`src/rtl/fetch_unit.sv`:
```
// RV32I instruction fetch stage. It issues credit-limited requests to a variable-latency
// instruction memory, keeps returned words in an in-order buffer, and flushes on redirect.
module fetch_unit #(
  parameter logic [31:0] RESET_PC   = 32'h0000_0000,
  parameter int          FIFO_DEPTH = 2
) (
  input  logic        clk,
  input  logic        rst,
  output logic        imem_req_valid,
  input  logic        imem_req_ready,
  output logic [31:0] imem_req_addr,
  input  logic        imem_rsp_valid,
  input  logic [31:0] imem_rsp_data,
  input  logic        imem_rsp_err,
  input  logic        redirect_valid,
  input  logic [31:0] redirect_pc,
  output logic        inst_valid,
  input  logic        inst_ready,
  output logic [31:0] inst_data,
  output logic [31:0] inst_pc,
  output logic        inst_fault
);

  localparam int          PW      = $clog2(FIFO_DEPTH);
  localparam int          CW      = PW + 1;
  localparam logic [CW:0] DEPTH_C = (CW + 1)'(FIFO_DEPTH);
  localparam logic [31:0] NOP     = 32'h0000_0013;

  typedef enum logic {RUN, HALT} state_t;

  state_t          state, state_nxt;
  logic            live;
  logic [31:0]     fetch_pc, rsp_pc;
  logic [CW-1:0]   outstanding, drop_cnt, count, out_nxt;
  logic [PW-1:0]   rd_ptr, wr_ptr;
  logic [CW:0]     credit;
  logic            req_fire, rsp_take, pop, misaligned;

  logic [31:0]     data_mem  [FIFO_DEPTH];
  logic [31:0]     pc_mem    [FIFO_DEPTH];
  logic            fault_mem [FIFO_DEPTH];

  logic            wr_en, wr_fault;
  logic [PW-1:0]   wr_idx;
  logic [31:0]     wr_data, wr_pc;

  // Both handshakes (imem_req and inst) transfer on any cycle where valid and
  // ready are high together; valid never depends on ready, and both valids are
  // pure functions of registered state.
  // live holds requests off for the first cycle after reset release, so reset
  // itself never presents a request.
  assign credit         = {1'b0, outstanding} + {1'b0, count};
  assign imem_req_valid = live && (state == RUN) && (credit < DEPTH_C);
  assign imem_req_addr  = fetch_pc;
  assign req_fire       = imem_req_valid && imem_req_ready;

  assign out_nxt    = outstanding + CW'(req_fire) - CW'(imem_rsp_valid);
  assign rsp_take   = imem_rsp_valid && (drop_cnt == '0) && !redirect_valid;
  assign misaligned = (redirect_pc[1:0] != 2'b00);

  assign inst_valid = (count != '0);
  assign pop        = inst_valid && inst_ready && !redirect_valid;
  assign inst_data  = inst_valid ? data_mem[rd_ptr]  : 32'h0;
  assign inst_pc    = inst_valid ? pc_mem[rd_ptr]    : 32'h0;
  assign inst_fault = inst_valid ? fault_mem[rd_ptr] : 1'b0;

  always_comb begin
    state_nxt = state;
    if (redirect_valid)
      state_nxt = misaligned ? HALT : RUN;
    else if (rsp_take && imem_rsp_err)
      state_nxt = HALT;
  end

  always_ff @(posedge clk or posedge rst) begin
    if (rst) state <= RUN;
    else     state <= state_nxt;
  end

  // A misaligned redirect leaves exactly one fault entry in slot 0 of the flushed buffer.
  always_comb begin
    wr_en    = 1'b0;
    wr_idx   = wr_ptr;
    wr_data  = imem_rsp_data;
    wr_pc    = rsp_pc;
    wr_fault = imem_rsp_err;
    if (redirect_valid) begin
      if (misaligned) begin
        wr_en    = 1'b1;
        wr_idx   = '0;
        wr_data  = NOP;
        wr_pc    = redirect_pc;
        wr_fault = 1'b1;
      end
    end else if (rsp_take) begin
      wr_en = 1'b1;
    end
  end

  always_ff @(posedge clk) begin
    if (wr_en) begin
      data_mem[wr_idx]  <= wr_data;
      pc_mem[wr_idx]    <= wr_pc;
      fault_mem[wr_idx] <= wr_fault;
    end
  end

  always_ff @(posedge clk or posedge rst) begin
    if (rst) begin
      live        <= 1'b0;
      fetch_pc    <= RESET_PC;
      rsp_pc      <= RESET_PC;
      outstanding <= '0;
      drop_cnt    <= '0;
      count       <= '0;
      rd_ptr      <= '0;
      wr_ptr      <= '0;
    end else begin
      live        <= 1'b1;
      outstanding <= out_nxt;
      if (redirect_valid) begin
        // Everything still in flight, including this cycle's request, is old-path.
        fetch_pc <= redirect_pc;
        rsp_pc   <= redirect_pc;
        drop_cnt <= out_nxt;
        rd_ptr   <= '0;
        wr_ptr   <= misaligned ? PW'(1) : '0;
        count    <= misaligned ? CW'(1) : '0;
      end else begin
        if (req_fire)
          fetch_pc <= fetch_pc + 32'd4;
        if (imem_rsp_valid) begin
          if (drop_cnt != '0) begin
            drop_cnt <= drop_cnt - CW'(1);
          end else begin
            rsp_pc <= rsp_pc + 32'd4;
            if (imem_rsp_err)
              drop_cnt <= out_nxt;
          end
        end
        wr_ptr <= wr_ptr + PW'(rsp_take);
        rd_ptr <= rd_ptr + PW'(pop);
        count  <= count + CW'(rsp_take) - CW'(pop);
      end
    end
  end

  // Credits cover buffer plus in-flight words, so a push never finds the buffer full.
  push_into_full: assert property (@(posedge clk) disable iff (rst)
    !(rsp_take && (count == CW'(FIFO_DEPTH))));

endmodule
```
`config.mk`:
```
export PLATFORM = sky130hd
export DESIGN_NAME = fetch_unit
export DESIGN_NICKNAME = d
export VERILOG_FILES = /design/src/rtl/fetch_unit.sv
export SDC_FILE = /design/constraint.sdc
export NUM_CORES = 1
export LEC_CHECK = 0
export ABC_CLOCK_PERIOD_IN_PS = 5700
export CORE_ASPECT_RATIO = 1.4
export CORE_MARGIN = 10
export CORE_UTILIZATION = 50
export CTS_BUF_LIST = sky130_fd_sc_hd__clkbuf_4 sky130_fd_sc_hd__clkbuf_8
export DETAILED_ROUTE_END_ITERATION = 8
export GPL_TIMING_DRIVEN = 0
export PLACE_DENSITY_LB_ADDON = 0.1
export SLEW_MARGIN = 20
export SYNTH_ARGS = -nofsm -noshare
export SYNTH_HDL_FRONTEND = slang
export SYNTH_SLANG_ARGS = --single-unit
```
`constraint.sdc`:
```
create_clock -name clk -period 5.7 [get_ports clk]
set_input_delay 1.14 -clock clk [delete_from_list [all_inputs] [get_ports clk]]
set_output_delay 1.14 -clock clk [all_outputs]
set_load 0.05 [all_outputs]
```
# After elaboration in Yosys (flattened, before gate mapping)
# Memory sizes are Yosys's and may differ from the RTL's.
# Index checks and enable logic that the tools add are counted.
# Widths: inputs -> output; s select.
[word_totals] latch_bits=0 rom_bits=0 n_memories=3 reg_bits=74 ram_bits=130 output_inout_bits=99 in_bits=71
[op_classes] n_mul=0 order_cmp=1 shift=0 eq_ne=1 div=0 bitwise_logic=1 n_addsub=10 mux=31 n_reduce_logical=19
[mem_list] memory="data_mem" words=2 word_bits=32 read_ports=1 rd_ports_with_merged_regs=0 write_ports=1 line="39" source="logic [31:0] data_mem [FIFO_DEPTH];"
[mem_list] memory="pc_mem" words=2 word_bits=32 read_ports=1 rd_ports_with_merged_regs=0 write_ports=1 line="40" source="logic [31:0] pc_mem [FIFO_DEPTH];"
[mem_list] memory="fault_mem" words=2 word_bits=1 read_ports=1 rd_ports_with_merged_regs=0 write_ports=1 line="41" source="logic fault_mem [FIFO_DEPTH];"
[ops] operator="$mux 32" n=11
[ops] operator="$add 32x3->32 const B" n=2
[ops] operator="$mux 1" n=15
[ops] operator="$reduce_bool 2->1" n=6
[ops] operator="$mux 2" n=5
[ops] operator="$logic_and 1x1->1" n=8
[ops] operator="$add 2x1->2" n=2
[ops] operator="$reduce_and 2->1" n=2
[ops] operator="$sub 2x1->2" n=2
[ops] operator="$add 2x2->3" n=1
[ops] operator="$lt 3x2->1 const B" n=1
[ops] operator="$reduce_bool 3->1" n=1
[ops] operator="$add 1x1->1" n=2
[ops] operator="$logic_not 2->1" n=1
[ops] operator="$ne 2x2->1 const B" n=1
[ops] operator="$sub 2x1->2 const B" n=1
[ops] operator="$logic_not 1->1" n=1
[ops] operator="$not 1->1" n=1

# Logic depth before layout (Yosys ltp)
[depth] depth_word=10 depth_mapped=11 depth_no_buf=11

# Least setup slack after synthesis
# No wires, ideal clock.
[synth_path] path_type="in2reg" from="in redirect_valid" to="mem data_mem[0][0] (enable)" stages=5 arrival_time_ps=6473 path_slack_ps=-1351 setup_time_ps=578 path_buffers=2 path_cell_list="inv_1 > clkbuf_1 > clkbuf_1 > nand2_1 > o21ai_0"
[synth_between] elab_chain_len=6 word_cells_on_any_way=7
[synth_rtl] element="from (decl)" line="15" source="input logic redirect_valid,"
[synth_rtl] element="$logic_not 1->1" line="58" source="assign rsp_take = imem_rsp_valid && (drop_cnt == '0) && !redirect_valid;"
[synth_rtl] element="$logic_and 1x1->1" line="58"
[synth_rtl] element="$mux 1" line="95" source="end else if (rsp_take) begin"
[synth_rtl] element="$mux 1" line="87" source="if (redirect_valid) begin"
[synth_rtl] element="$mux 1" line="101" source="if (wr_en) begin"
[synth_rtl] element="$mux 1 (not written as such)" line="102" source="data_mem[wr_idx] <= wr_data;"
[synth_rtl] element="to (decl)" line="39"
# Several ways; a longest one is shown, not always the timed one.

# Final worst setup path
[layout_path] from="reg rd_ptr" to="out inst_pc[22]"
[layout_between] elab_chain_len=2
[layout_rtl] element="from (decl)" line="35" source="logic [PW-1:0] rd_ptr, wr_ptr;"
[layout_rtl] element="from (signal assigned)" line="142" source="rd_ptr <= rd_ptr + PW'(pop);"
[layout_rtl] element="$mem_v2 2x32"
[layout_rtl] element="$mux 32" line="64" source="assign inst_pc = inst_valid ? pc_mem[rd_ptr] : 32'h0;"
[layout_rtl] element="to (decl)" line="20" source="output logic [31:0] inst_pc,"
# Every way passes these cells.

==> impl_metrics.env <==
export IMPL_outcome="complete, no violations"
export IMPL_ioPinCount=170
export IMPL_vias_per_cell=5.71
export IMPL_synth_area_mm2=0.00983
export IMPL_layout_drive_gt1_share_pct=11.2
export IMPL_highest_layer="met4"
export IMPL_ys_seq_area_share_pct=58.6
export IMPL_r2r_end="imem_req_addr[27]"
export IMPL_combPwrFrac_pct=37.0
export IMPL_synth_fp_nets=899
export IMPL_p_sw_mw=1.83
export IMPL_power_mw=4.87
export IMPL_grt_max_degree=50
export IMPL_p_per_area_mw_per_mm2=387
export IMPL_cts_setup_buffers=0
export IMPL_clockRootBuffer="clkbuf_8"
export IMPL_fmax_mhz=216
export IMPL_tns_ns=0
export IMPL_cts_sinks=204
export IMPL_end_kind="primary output"
export IMPL_r2r_start="count[0]"
export IMPL_p_seq_share_pct=38.8
export IMPL_die_area_mm2=0.0257
export IMPL_startpoint_type="flip-flop"
export IMPL_min_path_type="flip-flop to flip-flop"
export IMPL_synth_edf_count=130
export IMPL_dr_pass1_iters=5
export IMPL_track_usage_pct=19.8
export IMPL_ys_flop_type="edfxtp_1"
export IMPL_arrival_ns=3.48
export IMPL_syn_avg_cell_area_um2=12.0
export IMPL_detail_route_antenna_nets=0
export IMPL_initial_core_util_pct=50.9
export IMPL_stdcell_area_mm2=0.0126
export IMPL_ys_ff_latch=204
export IMPL_min_path_cells=2
export IMPL_worst_pin_slew_ns=1.14
export IMPL_path_max_fanout=10
export IMPL_clk_latency_ns=0.56
export IMPL_maxCapViolCount=0
export IMPL_synth_top_family_by_area="simple AND/OR/NAND/NOR gates"
export IMPL_core_area_mm2=0.0193
export IMPL_slew_headroom_pct=23.4
export IMPL_fin_util_pct=65.3
export IMPL_grt_pass1_wl_um=41000
export IMPL_fin_nets=1106
export IMPL_post_cts_resized=0
export IMPL_rows=60
export IMPL_ys_warn_count=0
export IMPL_final_common_cell="clkdlybuf4s50_1"
export IMPL_fin_crit_ns=4.62
export IMPL_wl_per_cell_um=20.4
export IMPL_synthCells=821
export IMPL_p_sw_share_pct=37.6
export IMPL_peakVddDrop_v=0.000207
export IMPL_synth_fa_ha_area_share_pct=0.968
export IMPL_register_area_mm2=0.00576
export IMPL_rsz0062_at_grt="no"
export IMPL_worstPathRequired_ns=4.56
export IMPL_antenna_found_initial=0
export IMPL_cts_tree="done"
export IMPL_wl_met2_um=13500
export IMPL_power_leakage_nw=4.57
export IMPL_hold_start="imem_req_addr[0]"
export IMPL_maxSlewViolCount=0
export IMPL_post_route_period_util_pct=81.1
export IMPL_synth_compound_area_share_pct=6.73
export IMPL_drt_iter0_drc=477
export IMPL_rr_worst_depth=7
export IMPL_r2r_slack_ns=2.71
export IMPL_wl_um=26600
export IMPL_hold_violations=0
export IMPL_holdPathEnd="imem_req_addr[0]"
export IMPL_cts_hold_buf=0
export IMPL_grt_pass1_vias=7404
export IMPL_async_flop_share_pct=36.3
export IMPL_areaGrowthSynthToFinish_pct=28.1
export IMPL_wl_met3_um=1770
export IMPL_final_cell_mix="clkdlybuf4s50_1 (169), edfxtp_1 (130), nor2_1 (103)"
export IMPL_clk_pin_slew_ns=0.07
export IMPL_die_w_um=138
export IMPL_fin_skew_ns=0.00973
export IMPL_grt_overflow_total=0
export IMPL_drc=0
export IMPL_fillers=1540
export IMPL_synth_xor_area_share_pct=2.14
export IMPL_wl_met1_um=10600
export IMPL_ys_types=57
export IMPL_place_gp_congestion=0.898
export IMPL_cts_made_buffers=31
export IMPL_fin_hold_ws_ns=0.528
export IMPL_io_buffers=169
export IMPL_hpwl_um=19400
export IMPL_clockBufferDepth=3
export IMPL_multiInputGateArea_mm2=0.00382
export IMPL_p_int_mw=3.04
export IMPL_synthMuxAreaShare_pct=11.5
export IMPL_clkPwrFrac_pct=24.2
export IMPL_placed_area_mm2=0.0120
export IMPL_worstSetupPathType="flip-flop to primary output"
export IMPL_num_vias=7419
export IMPL_dieHeight_um=186
export IMPL_synthSimpleGateAreaFrac_pct=17.3
export IMPL_htreeDepth=1
export IMPL_setup_viol=0
==> layer usage <==
| layer | global-route usage [%] | vias up |
|---|---|---|
| met3 | 3.77 | 46 |
| met5 | 0 | - |
| li1 | - | 3480 |
| met4 | 6.42 | 0 |
| met2 | 35.0 | 266 |
| met1 | 23.7 | 3627 |
==> state kept, by name, indices dropped and copies added, names as in the netlist <==
signal         count
live               1
wr_ptr             1
drop_cnt           2
outstanding        2
state              1
fault_mem          2
rd_ptr             1
imem_req_addr     32
data_mem          64
rsp_pc            32
count              2
pc_mem            64
==> worst max-delay path by stage <==
| stage | from | to | slack [ns] | cells after the start |
|---|---|---|---|---|
| after floorplan | redirect_valid | data_mem[0][0] | 0.40 | 5 |
| after global placement | redirect_valid | pc_mem[0][16] | -2.39 | 6 |
| after detailed placement | redirect_valid | pc_mem[0][18] | 1.54 | 7 |
| after CTS | rd_ptr | inst_pc[22] | 0.99 | 6 |
| after global routing | rd_ptr | inst_pc[27] | 0.86 | 6 |
| final | rd_ptr | inst_pc[22] | 1.08 | 6 |
==> through the flow <==
stage	cells	setup slack, ns
after floorplan	821	0.401
after global placement	1238	-2.39
after detailed placement	1243	1.54
after CTS	1299	0.990
after global routing	1299	0.860
final	1300	1.08
==> power groups by stage <==
stage	Sequential, mW	Clock (mW)	Combinational, mW
2_1_floorplan	1.98	0	1.13
3_3_place_gp	1.92	0	1.78
3_5_place_dp	1.92	0	1.82
4_1_cts	1.89	1.20	1.83
5_1_grt	1.91	1.28	1.92
6_report	1.89	1.18	1.80
==> cell families after synthesis <==
kind of cell    count (synthesis)
compound gates                 98
xor+xnor                       24
fa+ha+maj                       7
buf+inv                        67
flops                         204
mux                           108
other cells                     1
simple gates                  312
==> cell usage after synthesis (all sizes together), types with 3 or more instances <==
master	instances	area [um^2]
a211oi	18	135
a21oi	13	65.1
a311oi	5	43.8
a31oi	14	87.6
and2	33	206
and3	16	100
and4	13	114
buf	10	51.3
clkbuf	41	154
dfrtp	74	1850
edfxtp	130	3900
ha	6	75.1
inv	16	60.1
mux2	41	462
mux2i	67	671
nand2	34	128
nand2b	5	31.3
nand3	16	92.6
nand4	16	100
nor2	103	387
nor2b	7	43.8
nor3	17	85.1
nor3b	6	45.0
nor4	18	128
o21ai	19	95.1
o311a	3	30.0
o31ai	11	82.6
or3	5	38.8
or4	14	105
xnor2	15	131
xor2	9	78.8
==> critical path, cell delays in order (launching register included) <==
cell and delay, ns:
dfrtp_1 0.32, clkbuf_1 0.15, clkbuf_1 0.68, buf_1 0.65, mux2i_1 0.20, nor2_1 0.12, clkdlybuf4s50_1 0.81
==> area by class of cell <==
cell class	instances	area share, %
Timing Repair Buffer	174	14.5
Clock inverter	8	0.278
Multi-Input combinational cell	550	30.4
Inverter	16	0.497
Clock buffer	48	4.50
Tap cell	248	2.46
Sequential cell	204	45.7
Antenna cell	1	0.0199
Buffer	51	1.63
Power figures use the tool's default switching activity.
